File: config.mk
export PLATFORM = sky130hd
export DESIGN_NAME = fixed_power
export DESIGN_NICKNAME = d
export VERILOG_FILES = /design/src/rtl/root_pkg.sv /design/src/rtl/fixed_power_align.sv /design/src/rtl/fixed_power.sv
export SDC_FILE = /design/constraint.sdc
export NUM_CORES = 2
export LEC_CHECK = 0
export CORE_MARGIN = 2
export CORE_UTILIZATION = 49
export CTS_BUF_LIST = sky130_fd_sc_hd__clkbuf_4 sky130_fd_sc_hd__clkbuf_8
export DETAILED_ROUTE_END_ITERATION = 12
export HOLD_SLACK_MARGIN = 0.06
export PLACE_DENSITY_LB_ADDON = 0.08
export SYNTH_ARGS = -nofsm -noshare
export SYNTH_HDL_FRONTEND = slang
export SYNTH_SLANG_ARGS = --single-unit
File: constraint.sdc
create_clock -name clk -period 9.8 [get_ports clk]
set_clock_uncertainty 0.15 [all_clocks]
set_input_delay 1.47 -clock clk [delete_from_list [all_inputs] [get_ports clk]]
set_output_delay 1.47 -clock clk [all_outputs]
set_load 0.01 [all_outputs]
File: src/rtl/root_pkg.sv
// rtl/root_pkg.sv - Q10.10 format constants and FSM states shared by the root and power blocks
package root_pkg;

  localparam int FRAC_W  = 10;
  localparam int INT_W   = 10;
  localparam int MAX_EXP = 5;
  localparam int W       = INT_W + FRAC_W;
  localparam int ACC_W   = W * MAX_EXP;

  localparam logic [W-1:0] ONE = 20'h00400;
  localparam logic [W-1:0] SAT = 20'hFFFFF;

  typedef enum logic [1:0] {
    S_IDLE = 2'd0,
    S_LOAD = 2'd1,
    S_MUL  = 2'd2,
    S_DONE = 2'd3
  } state_e;

endpackage

File: src/rtl/fixed_power_align.sv
// rtl/fixed_power_align.sv - aligns the exact k-fold product back to Q10.10 and flags overflow
module fixed_power_align
  import root_pkg::*;
#(
  parameter int FRAC_W  = root_pkg::FRAC_W,
  parameter int INT_W   = root_pkg::INT_W,
  parameter int MAX_EXP = root_pkg::MAX_EXP
) (
  input  logic [(INT_W+FRAC_W)*MAX_EXP-1:0] prod_i,
  input  logic [2:0]                        k_i,
  output logic [INT_W+FRAC_W-1:0]           data_o,
  output logic                              ovf_o
);

  localparam int PW = INT_W + FRAC_W;
  localparam int AW = PW * MAX_EXP;

  logic [AW-1:0] shifted;
  logic [AW-1:0] high;

  // Illegal exponents fall through to the saturated default.
  always_comb begin
    data_o  = {PW{1'b1}};
    ovf_o   = 1'b1;
    shifted = '0;
    high    = '0;
    if (k_i == 3'd0) begin
      data_o = PW'(1) << FRAC_W;
      ovf_o  = 1'b0;
    end else begin
      for (int i = 1; i <= MAX_EXP; i++) begin
        if (k_i == 3'(i)) begin
          shifted = prod_i >> (FRAC_W * (i - 1));
          high    = prod_i >> (FRAC_W * i + INT_W);
          ovf_o   = |high;
          data_o  = ovf_o ? {PW{1'b1}} : shifted[PW-1:0];
        end
      end
    end
  end

endmodule

File: src/rtl/fixed_power.sv
// rtl/fixed_power.sv - iterative unsigned Q10.10 integer power x^k, one multiply per cycle
module fixed_power
  import root_pkg::*;
#(
  parameter int FRAC_W  = root_pkg::FRAC_W,
  parameter int INT_W   = root_pkg::INT_W,
  parameter int MAX_EXP = root_pkg::MAX_EXP
) (
  input  logic                    clk,
  input  logic                    rst_n,
  input  logic                    in_valid,
  input  logic [INT_W+FRAC_W-1:0] in_data_1,
  input  logic [2:0]              in_data_2,
  output logic                    out_valid,
  output logic [INT_W+FRAC_W-1:0] out_data,
  output logic                    out_ovf
);

  localparam int PW = INT_W + FRAC_W;
  localparam int AW = PW * MAX_EXP;

  state_e        state_q, state_d;
  logic [PW-1:0] x_q, x_d;
  logic [2:0]    k_q, k_d;
  logic [AW-1:0] acc_q, acc_d;
  logic [2:0]    cnt_q, cnt_d;
  logic          out_valid_q, out_valid_d;
  logic [PW-1:0] out_data_q, out_data_d;
  logic          out_ovf_q, out_ovf_d;

  logic [PW-1:0] align_data;
  logic          align_ovf;
  logic [AW-1:0] x_ext;

  assign x_ext = AW'(x_q);

  fixed_power_align #(
    .FRAC_W  (FRAC_W),
    .INT_W   (INT_W),
    .MAX_EXP (MAX_EXP)
  ) u_align (
    .prod_i (acc_q),
    .k_i    (k_q),
    .data_o (align_data),
    .ovf_o  (align_ovf)
  );

  always_ff @(posedge clk) begin
    if (!rst_n) begin
      state_q     <= S_IDLE;
      x_q         <= '0;
      k_q         <= '0;
      acc_q       <= '0;
      cnt_q       <= '0;
      out_valid_q <= 1'b0;
      out_data_q  <= '0;
      out_ovf_q   <= 1'b0;
    end else begin
      state_q     <= state_d;
      x_q         <= x_d;
      k_q         <= k_d;
      acc_q       <= acc_d;
      cnt_q       <= cnt_d;
      out_valid_q <= out_valid_d;
      out_data_q  <= out_data_d;
      out_ovf_q   <= out_ovf_d;
    end
  end

  always_comb begin
    state_d     = state_q;
    x_d         = x_q;
    k_d         = k_q;
    acc_d       = acc_q;
    cnt_d       = cnt_q;
    out_valid_d = 1'b0;
    out_data_d  = out_data_q;
    out_ovf_d   = out_ovf_q;
    case (state_q)
      S_IDLE: begin
        if (in_valid) begin
          x_d     = in_data_1;
          k_d     = in_data_2;
          state_d = S_LOAD;
        end
      end
      S_LOAD: begin
        if (in_valid) begin
          x_d = in_data_1;
          k_d = in_data_2;
        end else begin
          acc_d = x_ext;
          cnt_d = k_q - 3'd1;
          // Trivial and illegal exponents need no multiplies.
          if (k_q <= 3'd1 || 32'(k_q) > MAX_EXP) state_d = S_DONE;
          else                                   state_d = S_MUL;
        end
      end
      S_MUL: begin
        acc_d = acc_q * x_ext;
        cnt_d = cnt_q - 3'd1;
        if (cnt_q == 3'd1) state_d = S_DONE;
      end
      S_DONE: begin
        out_valid_d = 1'b1;
        out_data_d  = align_data;
        out_ovf_d   = align_ovf;
        state_d     = S_IDLE;
      end
      default: state_d = S_IDLE;
    endcase
  end

  assign out_valid = out_valid_q;
  assign out_data  = out_data_q;
  assign out_ovf   = out_ovf_q;

endmodule

## Word-level counts from Yosys, hierarchy flattened

Index checks and enable logic that the tools add are counted.

- Flip-flop bits (word level): 150
- Bits of input ports: 26
- Output and inout bits: 22
- Word-level logic and storage cells: 65

- Add/subtract/negate cells: 2
- Multiply operators: 1
- $lt $le $gt $ge: 2
- Equal/unequal tests: 12
- Mux-type cells: 27
- Reductions and logical operators: 13

Operators by type and width:

| kind | number |
|---|---|
| 20-bit 2-to-1 mux | 11 |
| 100-bit case mux with 2 select lines | 1 |
| 100-bit by 20-bit multiplier with 100-bit output | 1 |
| 100-bit 2-to-1 mux | 1 |
| 80-bit OR reduction | 1 |
| 70-bit OR reduction | 1 |
| 60-bit OR reduction | 1 |
| 50-bit OR reduction | 1 |
| 40-bit OR reduction | 1 |
| 1-bit 2-to-1 mux | 8 |
| 2-bit case mux with 4 select lines | 1 |
| 3-bit by 1-bit equality test with 1-bit output (second input constant) | 2 |
| 3-bit by 2-bit equality test with 1-bit output (second input constant) | 2 |
| 3-bit equality test (second input constant) | 2 |
| 2-bit 2-to-1 mux | 3 |
| 2-bit != test (second input constant) | 3 |
| 3-bit case mux with 2 select lines | 1 |
| 3-bit by 1-bit subtractor with 3-bit output (second input constant) | 2 |
| 2-bit equality test (second input constant) | 2 |
| 2-bit AND reduction | 2 |
| 3-bit > comparator (second input constant) | 1 |
| 3-bit by 1-bit less-or-equal comparator with 1-bit output (second input constant) | 1 |
| 3-bit logical NOT | 1 |
| 3-bit 2-to-1 mux | 1 |
| other kinds (6) | 6 |

## Logic depth before layout (Yosys ltp)

- Depth in word-level cells: 8
- Gate-level depth with buffers: 31
- Mapped depth without buffers: 27

## Cells and area by module

A second synthesis with hierarchy kept.

- Cell total of the unflattened synthesis: 7139
- Area total of the unflattened synthesis: 60833.3 µm²

By module, submodules not included:

| module | times used | cells an instance | area an instance (µm²) | seq. area each (µm²) |
|---|---|---|---|---|
| fixed_power | 1 | 6995 | 59789.8 | 3002.9 |
| fixed_power_align | 1 | 144 | 1043.5 | 0.0 |

## Least setup slack after synthesis

No wires, ideal clock.

- Path kind: register -> register
- Start: register x_q[6]
- End: register acc_q[93]
- Library setup time: 126 ps
- Data arrival time: 7129 ps
- Required time: 9524 ps
- Path slack: 2395 ps
- Cell stages (with the launch flop): 29
- Path buffers: 3
- Period minus slack after synthesis: 7405 ps
- Cells stage by stage: dfxtp_1 clkbuf_1 clkbuf_1 clkbuf_1 nand2_1 fa_1 inv_1 fa_1 inv_1 fa_1 inv_1 fa_1 fa_1 fa_1 inv_1 fa_1 inv_1 ha_1 a21o_1 or3_1 o21ai_1 o211ai_1 a211o_1 a21oi_2 a31oi_4 a41o_1 a21boi_1 xor2_1 o21ai_1

- Longest elaborated chain between the ends: 2

Ends and longest elaborated chain:

| item | line | source |
|---|---|---|
| start, declared | fixed_power.sv:23 | `logic [PW-1:0] x_q, x_d;` |
| start signal, assigned | fixed_power.sv:51 | `x_q <= '0;` |
| start signal, assigned | fixed_power.sv:60 | `x_q <= x_d;` |
| 100-bit by 20-bit multiplier with 100-bit output | fixed_power.sv:100 | `acc_d = acc_q * x_ext;` |
| 100-bit case mux with 2 select lines | fixed_power.sv:79 | `case (state_q)` |
| end signal, assigned | fixed_power.sv:53 | `acc_q <= '0;` |
| end signal, assigned | fixed_power.sv:62 | `acc_q <= acc_d;` |
| end, declared | fixed_power.sv:25 | `logic [AW-1:0] acc_q, acc_d;` |

Every way passes these cells.
A chain may end at the register's enable or synchronous reset.

## Worst setup path in the final report

- Start: register x_q[2]
- End: register acc_q[99]

The elaborated chain is that of the path after synthesis.

==> results.cfg <==
[placement]
dpl_worst_slack_ns = 1.13
port-buffer-count = 47
place_hpwl_microns = 150000
gpl.final_weighted_congestion = 0.975

[critical_path]
critical_path.n_buffers_inverters = 6
arrival_ns = 9.13
cp-start-kind = flip-flop
crit_top_cell = sky130_fd_sc_hd__fa_1
worstPathMaxFanout = 49
sort_of_element_at_the_end_of_the_critical_path = flip-flop
critical_path_class = flip-flop to flip-flop
cp_slowest_stage_delay_ns = 0.72
worst_path_max_delay_cell = sky130_fd_sc_hd__dfxtp_4
timing.critical_path.required_ns = 10.16
critical-path-top-delay-family = adder cells

[clocking]
cts.reportedPaths.clkPinSlew_ns = 0.09
worst_skew_pair.late_latency_ns = 0.62
postCtsResizedCells = 0
h-tree-depth = 4
cts.sink_count = 150
clockBufferDepth = 2
cts.repair_timing.setup_buffer_count = 0
tritoncts = built
clock-root-buffer = sky130_fd_sc_hd__clkbuf_8
cts_made_buffers = 17
cts_hold_buf = 0

[layout]
finish.net_count = 8615
growth_of_design_area_from_synthesis_to_finish_pct = 3.78
layout_commonest_cell = sky130_fd_sc_hd__inv_1
final_cell_mix = 1675 x sky130_fd_sc_hd__inv_1, 1577 x sky130_fd_sc_hd__fa_1, 1488 x sky130_fd_sc_hd__nand2_1, 543 x sky130_fd_sc_hd__and2_1, 175 x sky130_fd_sc_hd__a21oi_1
fraction_of_final_layout_cells_with_drive_strength_greater_than_1_pct = 3.50

[timing]
min_period_over_period_pct = 89.5
rsz0062_at_grt = false
timing.final.crit_period_ns = 8.77
timing.slew.headroom_pct = 23.4
setup_viol_count_final = 0
timing_hold_violations_final = 0
finalMaxSlewViolations = 0
worst_setup_slack_after_layout_ns = 1.03
tightest_slew_ns = 1.15
fmaxAchievable_mhz = 114
total_negative_slack_ns = 0

[global_route]
grt_first_pass_wirelength_microns = 301000
number_of_global_route_vias_before_repair = 50093
globalRoute.totalOverflow = 0
grt_usage_pct = 31.3
antenna_violations_before_repair = 6
largest_net_degree_at_the_start_of_global_routing = 81

[die]
io_pins = 48
rows = 129
die_height_microns = 356
effective_utilization_at_floorplan_pct = 49.2
core_area_sq_um = 123000
design.die.area_sq_um = 126000
die_width_microns = 356

[yosys]
netlist-cell-type-count = 86
asyncSetResetFlopFracSynth_pct = 0
synth_largest_area_cell = sky130_fd_sc_hd__fa_1
synth_area_leaders = sky130_fd_sc_hd__fa_1 52%, sky130_fd_sc_hd__inv_1 10%, sky130_fd_sc_hd__nand2_1 9.2%
ys_seq_area_share_pct = 4.96
synthesized_netlist_net_count = 8883
syn_area_per_cell_sq_um = 8.51
synth_edf_count = 0
synth_ff_type = sky130_fd_sc_hd__dfxtp_1
ys.warnings.count = 0
share_of_the_synthesized_area_in_the_top_cell_type_pct = 52.1
netlist_area_pre_place_sq_um = 60600
synth_seq_cells = 150
synthesized_instance_count = 7120

[run_status]
status = finished clean

[drt]
num_vias = 46557
drt_pre_antenna_iters = 6
drt-wirelength-per-cell_microns = 22.2
route.detailed.vias_per_inst = 5.48
wirelength_microns = 188000
remaining_drc_errors = 0
drt_initial_violations = 4101
antenna_nets_post_route = 0

[power_and_ir_drop]
pwr_density_cell_nw_per_um2 = 63.8
vdd.ir_drop.worst_mv = 0.192
p_leak_nw = 31.1

[worst_hold_path]
worst_hold_path_type = flip-flop to flip-flop

[run]
max-cap-violations = 0
[logic make-up (layout without fill, tap and decap cells)]
| logic type | after synthesis | in the layout | share of synthesized area (%) |
|---|---|---|---|
| buffers and inverters | 2160 | 1903 | 13.5 |
| other | 0 | 1 | 0 |
| and+or+nand+nor | 2311 | 2311 | 17.4 |
| AOI/OAI and AO/OA | 628 | 628 | 6.70 |
| muxes | 4 | 4 | 0.0661 |
| xor gates and xnor gates | 130 | 130 | 1.88 |
| DFF | 150 | 150 | 4.96 |
| adders and majority gates | 1737 | 1737 | 55.4 |
[state kept, by name, summed over array words and instances, names as in the netlist]
| name | cells |
|---|---|
| acc_q | 100 |
| out_data | 20 |
| x_q | 20 |
| cnt_q | 3 |
| k_q | 3 |
| state_q | 2 |
| out_ovf | 1 |
| out_valid | 1 |
[cells in the mapped netlist, drive strengths merged, types with 4 or more instances]
cell type  number
inv          1675
fa           1577
nand2        1488
and2          545
clkbuf        464
a21oi         180
ha            160
dfxtp         150
o21ai         129
xnor2          88
nor2           79
a21boi         52
o22ai          48
nor2b          47
nand4          43
xor2           42
a21o           41
a22oi          29
o21bai         26
o221ai         24
nor4           22
nand2b         21
a211oi         20
buf            19
nor3           18
nand3          15
o21a           13
a31oi          11
and3           11
o31ai           9
a22o            7
o211ai          7
o31a            6
a221o           5
and4            5
or3             5
a221oi          4
mux2i           4
or4             4
[final cells by class]
class	count	area, sq um
antenna	1	2.50
clock buffer	22	272
clock inverter	8	77.6
fill	11877	60300
inverter	1675	6290
multi-input combinational	4810	49400
sequential	150	3080
tap	1637	2050
timing repair buffer	198	1700
[path summary, 6_finish.rpt]
check	slack [ns]	start	to	cells past startpoint
hold reg to reg	0.31	acc_q[29]	acc_q[29]	2
setup reg to reg	1.03	x_q[2]	acc_q[99]	26
hold / removal	0.31	acc_q[29]	acc_q[29]	2
setup / recovery	1.03	x_q[2]	acc_q[99]	26
[routing by layer]
| metal | GRT usage (%) | up-vias | share of wire (%) |
|---|---|---|---|
| met1 | 46.2 | 24369 | 44 |
| met5 | 0 | - | 0.0069 |
| li1 | - | 19966 | - |
| met2 | 48.8 | 1975 | 45 |
| met3 | 5.10 | 245 | 8.8 |
| met4 | 6.79 | 2 | 2.1 |
[worst reg2reg max path, cell delays in order, from the launching register on]
cell and delay (ns):
sky130_fd_sc_hd__dfxtp_4 0.72, sky130_fd_sc_hd__buf_4 0.63, sky130_fd_sc_hd__buf_4 0.38, sky130_fd_sc_hd__and2_1 0.21
sky130_fd_sc_hd__fa_1 0.40, sky130_fd_sc_hd__inv_1 0.08, sky130_fd_sc_hd__fa_1 0.41, sky130_fd_sc_hd__inv_1 0.07
sky130_fd_sc_hd__fa_1 0.43, sky130_fd_sc_hd__fa_1 0.48, sky130_fd_sc_hd__ha_1 0.28, sky130_fd_sc_hd__inv_1 0.04
sky130_fd_sc_hd__fa_1 0.47, sky130_fd_sc_hd__inv_1 0.05, sky130_fd_sc_hd__fa_1 0.44, sky130_fd_sc_hd__ha_1 0.37
sky130_fd_sc_hd__a21oi_1 0.10, sky130_fd_sc_hd__o21ai_0 0.50, sky130_fd_sc_hd__a21oi_1 0.16, sky130_fd_sc_hd__o21ai_2 0.25
sky130_fd_sc_hd__nand3_1 0.20, sky130_fd_sc_hd__o31ai_2 0.52, sky130_fd_sc_hd__a211oi_2 0.28, sky130_fd_sc_hd__nor4_2 0.51
sky130_fd_sc_hd__nor2_1 0.15, sky130_fd_sc_hd__mux2i_1 0.15, sky130_fd_sc_hd__a32o_1 0.25
[through the flow]
stage / cell area [sq um] / hold slack (ns) / utilization [%] / total power, mW / cells
2_1_floorplan: 60600 / 0.299 / - / 2.35 / 7120
3_3_place_gp: 62500 / 0.288 / 50.8 / 3.43 / 8470
3_5_place_dp: 62500 / 0.293 / 50.8 / 3.42 / 8470
4_1_cts: 62900 / 0.315 / 51.1 / 3.98 / 8500
5_1_grt: 62900 / 0.345 / 51.1 / 4.26 / 8501
6_report: 62900 / 0.310 / 51.1 / 4.01 / 8501
[where the power goes]
| part | leakage (nW) | switching (mW) | total [mW] | internal (mW) |
|---|---|---|---|---|
| clock | 0.185 | 0.312 | 0.524 | 0.212 |
| sequential | 1.23 | 0.422 | 1.10 | 0.677 |
| combinational | 29.7 | 1.66 | 2.39 | 0.729 |
| total | 31.1 | 2.39 | 4.01 | 1.62 |
Note: power is estimated with default switching activity, not from simulation.
